File: src/rtl/nand_gate_unit.sv
// nand_gate_unit: registered, enable-gated bitwise NAND slice of the ALU.
// Ports:
//   clk     rising-edge clock
//   rst_n   asynchronous active-low reset, clears every pipeline stage
//   a, b    WIDTH-bit operands
//   E       unit enable (1 = compute ~(a & b), 0 = force result to zero)
//   iab     registered result, PIPE_STAGES cycles after the inputs are sampled
//   valid   iab holds a result that was computed with E=1
//   zero    iab == 0        (combinational from registered iab)
//   ones    iab is all ones (combinational from registered iab)
//   parity  XOR reduction of iab (combinational from registered iab)
module nand_gate_unit #(
  parameter int unsigned WIDTH       = 4,
  parameter int unsigned PIPE_STAGES = 1
) (
  input  logic             clk,
  input  logic             rst_n,
  input  logic [WIDTH-1:0] a,
  input  logic [WIDTH-1:0] b,
  input  logic             E,
  output logic [WIDTH-1:0] iab,
  output logic             valid,
  output logic             zero,
  output logic             ones,
  output logic             parity
);

  // Reject illegal configurations at elaboration.
  generate
    if ((WIDTH < 1) || (WIDTH > 32)) begin : g_bad_width
      $error("nand_gate_unit: WIDTH must be in 1..32");
    end
  endgenerate

  logic [WIDTH-1:0] r1_d, r1_q;
  logic             v1_d, v1_q;

  // Stage-1 next value: NAND when enabled, zero otherwise.
  always_comb begin
    r1_d = '0;
    v1_d = E;
    if (E) begin
      r1_d = ~(a & b);
    end
  end

  // Stage-1 register.
  always_ff @(posedge clk or negedge rst_n) begin
    if (!rst_n) begin
      r1_q <= '0;
      v1_q <= 1'b0;
    end else begin
      r1_q <= r1_d;
      v1_q <= v1_d;
    end
  end

  // Optional second stage: a plain copy of stage 1, also cleared by reset.
  generate
    if (PIPE_STAGES == 2) begin : g_pipe2
      logic [WIDTH-1:0] r2_q;
      logic             v2_q;

      always_ff @(posedge clk or negedge rst_n) begin
        if (!rst_n) begin
          r2_q <= '0;
          v2_q <= 1'b0;
        end else begin
          r2_q <= r1_q;
          v2_q <= v1_q;
        end
      end

      assign iab   = r2_q;
      assign valid = v2_q;
    end else if (PIPE_STAGES == 1) begin : g_pipe1
      assign iab   = r1_q;
      assign valid = v1_q;
    end else begin : g_bad_pipe
      $error("nand_gate_unit: PIPE_STAGES must be 1 or 2");
    end
  endgenerate

  // Status flags decode the registered result directly, adding no latency.
  assign zero   = (iab == '0);
  assign ones   = (iab == '1);
  assign parity = ^iab;

endmodule

File: config.mk
export PLATFORM = sky130hd
export DESIGN_NAME = nand_gate_unit
export DESIGN_NICKNAME = d
export VERILOG_FILES = /design/src/rtl/nand_gate_unit.sv
export SDC_FILE = /design/constraint.sdc
export NUM_CORES = 1
export LEC_CHECK = 0
export ABC_AREA = 1
export CORE_AREA = 2 2 39 41
export DETAILED_ROUTE_END_ITERATION = 6
export DIE_AREA = 0 0 41 43
export PLACE_DENSITY = 0.54
export SYNTH_ARGS = -nofsm -noshare
export SYNTH_HDL_FRONTEND = slang
export SYNTH_SLANG_ARGS = --single-unit
export TNS_END_PERCENT = 50
File: constraint.sdc
create_clock -name clk -period 1 [get_ports clk]
set_input_delay 0.2 -clock clk [delete_from_list [all_inputs] [get_ports clk]]
set_output_delay 0.2 -clock clk [all_outputs]
set_load 0.05 [all_outputs]
* Word level (Yosys, flattened, before mapping) *
Index checks and enable logic that the tools add are counted.

word-level totals
  output and inout bits = 8
  logic and storage cells = 8
  bits in registers = 5
  input port bits = 11

operators by class
  mux-type cells = 1
  eq/ne operators = 1
  bitwise gates (word level) = 2
  reductions and logical operators = 2

operator list
  kind                                        count
  4-bit AND                                   1
  4-bit equality test, second input constant  1
  4-bit logical NOT                           1
  4-bit two-way mux                           1
  4-bit NOT                                   1
  4-bit parity                                1

* Logic depth before layout (Yosys ltp) *
  word-level depth = 3
  depth in mapped cells = 5
  gate-level depth less buffers = 5

* Least setup slack after synthesis *
Ideal clock, no wire load.

  path kind = reg2out
  from = reg r1_q[0] (netlist: iab[0])
  to = out parity
  arrival time = 1.448 ns
  path buffers = 0
  data required time = 0.800 ns
  stages on the path, launching flop included = 6
  setup slack = -0.648 ns
  path through = dfrtp_1 > inv_1 > ha_1 > inv_1 > nand2_1 > nand2_1

between the ends
  longest elaborated chain between the ends = 1

ends and longest elaborated chain
  what                    RTL line  source
  from (decl)             35        logic [WIDTH-1:0] r1_d, r1_q;
  from (signal assigned)  53        r1_q <= r1_d;
  4-bit parity            87        assign parity = ^iab;
  to (decl)               25        output logic parity

No other way between the ends.

* Worst setup path after layout *
  from = reg r1_q[2] (netlist: iab[2])
  to = out parity

Same word-level chain as after synthesis.

==> metrics.md <==
| Metric | Value |
|---|---|
| Outcome | `complete, but fails checks` |
| Failing checks | `negative setup slack` |
| Die width | `just over 40 µm` |
| Post-CTS Setup Repair Bufs | `0` |
| Worst Setup End Kind | `output port` |
| TritonCTS clock tree | `built` |
| Crit-path slowest cell | `dfrtp_2` |
| Most common cell after layout, fill and taps aside | `clkdlybuf4s50_1` |
| Final weighted congestion of routability-driven global placement | `about 0.55` |
| Critical path's largest stage delay | `0.37 ns` |
| Final worst path period share | `140%` |
| Post-Route Hold Slack | `approximately 0.18 ns` |
| Detailed placement HPWL | `between 400 and 500 µm` |
| Number of max-slew violations in the final report | `0` |
| Quantity of I/O buffers inserted on ports | `18` |
| Remaining antenna violation count | `0` |
| Count of H-tree levels built during CTS | `1` |
| Mean Syn Cell Area | `roughly 9.7 µm²` |
| Global-route wire length before repair | `between 800 and 900 µm` |
| Crit start category | `register` |
| Row count | `14` |
| Setup slack of the critical path after layout | `-0.405 ns` |
| Cells along the critical path | `inv_2 > ha_4 > inv_2 > nand2_2 > nand2_4 > buf_12` |
| Commonest cells after routing, fill and taps aside | `clkdlybuf4s50_1 (10), inv_2 (9), buf_12 (8)` |
| DRC violation count after routing | `0` |
| Total routed wirelength | `a little under 500 µm` |
| Net Count, Synth | `42` |
| Main area contributors after synthesis | `dfrtp_1 (48%), ha_1 (19%), a21oi_2 (13%), inv_1 (11%), nand2_1 (7.1%)` |
| Setup repair after global routing missed its margin | `yes` |
| Area leader, netlist | `dfrtp_1` |
| Final count of hold timing violations | `0` |
| Vias in the first global route | `roughly 260` |
| Clock Sink Count | `5` |
| Starting density of the core | `approximately a fifth` |
| Critical path data arrival time | `between 1 and 1.5 ns` |
| Maximum number of buffers from clock root to sink | `2` |
| Maxcap violations | `0` |
| Area of the placeable core | `between 1000 and 1500 µm²` |
| Crit path depth | `6` |
| Post-synth top area share | `47.6%` |
| Count of TritonRoute iterations in the first routing pass | `1` |
| Number of vias per cell after detailed routing | `around 3.7` |
| Worst max-slew margin expressed relative to the limit | `85.8%` |
| Clock-pin slew of the registers on the worst-case setup and hold paths | `around 0.040 ns` |
| Share of post-route cells with drive strength above 1 | `between 70% and 80%` |
| Actual slew at the worst max-slew pin | `about 0.21 ns` |
| GRT overflow | `0` |
| Cell class contributing the biggest share of worst-path delay | `flip-flops` |
| Hold/Removal Path Class | `input port to async pin` |
| Routed vias | `between 200 and 300` |
| Yosys warning count | `0` |
| Floorplan die height | `43 µm` |
| Total GRT Usage | `between 7 and 8%` |
| Routed WL per cell | `6.82 µm` |
| Kind of critical path | `register to output port` |
| Minimum period implied by the final worst setup slack | `1.40 ns` |
| Initial antenna violation count | `0` |
| N_diodes | `0` |
| Critical-path maximum fanout | `3` |
| Number of DRC markers in iteration 0 | `0` |
| Power per standard cell area | `1180 nW/µm²` |
| Post-Synthesis Cells | `27` |
| Netlist area before placement | `approximately 260 µm²` |
| Buffering stage count on the worst path with inverters included | `3` |
| Final setup vio count | `7` |
| Net count, final | `71` |
| Leakage power figure | `between 0.3 and 0.4 nW` |
| Num CTS Buffers | `3` |
| Critical path data required time | `roughly 0.80 ns` |
| Area of the die | `approximately 1800 µm²` |
| #FFs+latches synth | `5` |
| Yosys cell types | `6` |
| Root Buffer Master | `clkbuf_4` |
| Max frequency | `between 700 and 800 MHz` |
| Critical path's most frequent cell | `inv_2` |
| Sequential fraction of the synthesis area | `a little under half` |
| Top-level port count | `19` |
| Maximum vdd ir drop | `between 0.0005 and 0.0006 V` |
| Syn-to-layout area delta | `158%` |
| Maximum number of pins on one net before global-route repair | `6` |
| Total of hold buffers inserted after clock tree synthesis | `0` |
| Post-route setup TNS | `-1.68 ns` |
cell families (layout without fill, tap and decap cells):
group / after synthesis / count (layout) / share of synthesized area (%)
flops: 5 / 5 / 47.6
fa+ha+maj: 4 / 4 / 19.0
buf+inv: 9 / 37 / 12.9
compound gates: 4 / 4 / 13.3
simple gates: 5 / 5 / 7.14
cell usage after synthesis (all sizes together):
master	number
ha	4
nand2	5
dfrtp	5
a21oi	4
inv	9
sequential cells by signal, summed over array words and instances, names as in the netlist:
signal,count
iab,4
valid,1
path summary, 6_finish.rpt:
path | end | startpoint
min in group clk | valid | E
hold / removal | valid | rst_n
max in group asynchronous | iab[1] | rst_n
setup / recovery | parity | iab[2]
through the flow:
step	instance area, µm²	total power, mW	util (%)	setup slack (ns)	cells
3_5_place_dp	616	0.560	44.5	-0.200	67
2_1_floorplan	290	0.373	-	-0.324	27
6_report	678	0.802	49.0	-0.405	71
3_3_place_gp	616	0.558	44.5	-0.190	67
5_1_grt	678	0.849	49.0	-0.446	71
4_1_cts	669	0.811	48.4	-0.418	71
cell type report:
class	count	area [µm²]
fillers	130	706
clock buffers	4	26.3
repair buffers	24	317
flip-flops and latches	5	130
well taps	16	20.0
inverters	9	33.8
multi-input cells	13	151
power breakdown:
group          leakage, nW  total [mW]  internal (mW)  switching [mW]
Combinational        0.234       0.354          0.189           0.165
Sequential          0.0561       0.228          0.218          0.0102
Clock               0.0150       0.221          0.150          0.0706
Total                0.305       0.802          0.556           0.246
per-layer routing:
layer | vias to the layer above | wire [µm] | GRT usage (%)
met5 | - | 0 | 0
met4 | 0 | 0 | 6.00
met3 | 0 | 52 | 1.57
met2 | 18 | 285 | 13.4
met1 | 110 | 146 | 5.57
li1 | 133 | - | -
timing repair:
item	in CTS	in global routing
setup endpoints to repair	7	8
pin swaps	0	2
gates resized for setup	9	5
Power figures use the tool's default switching activity.
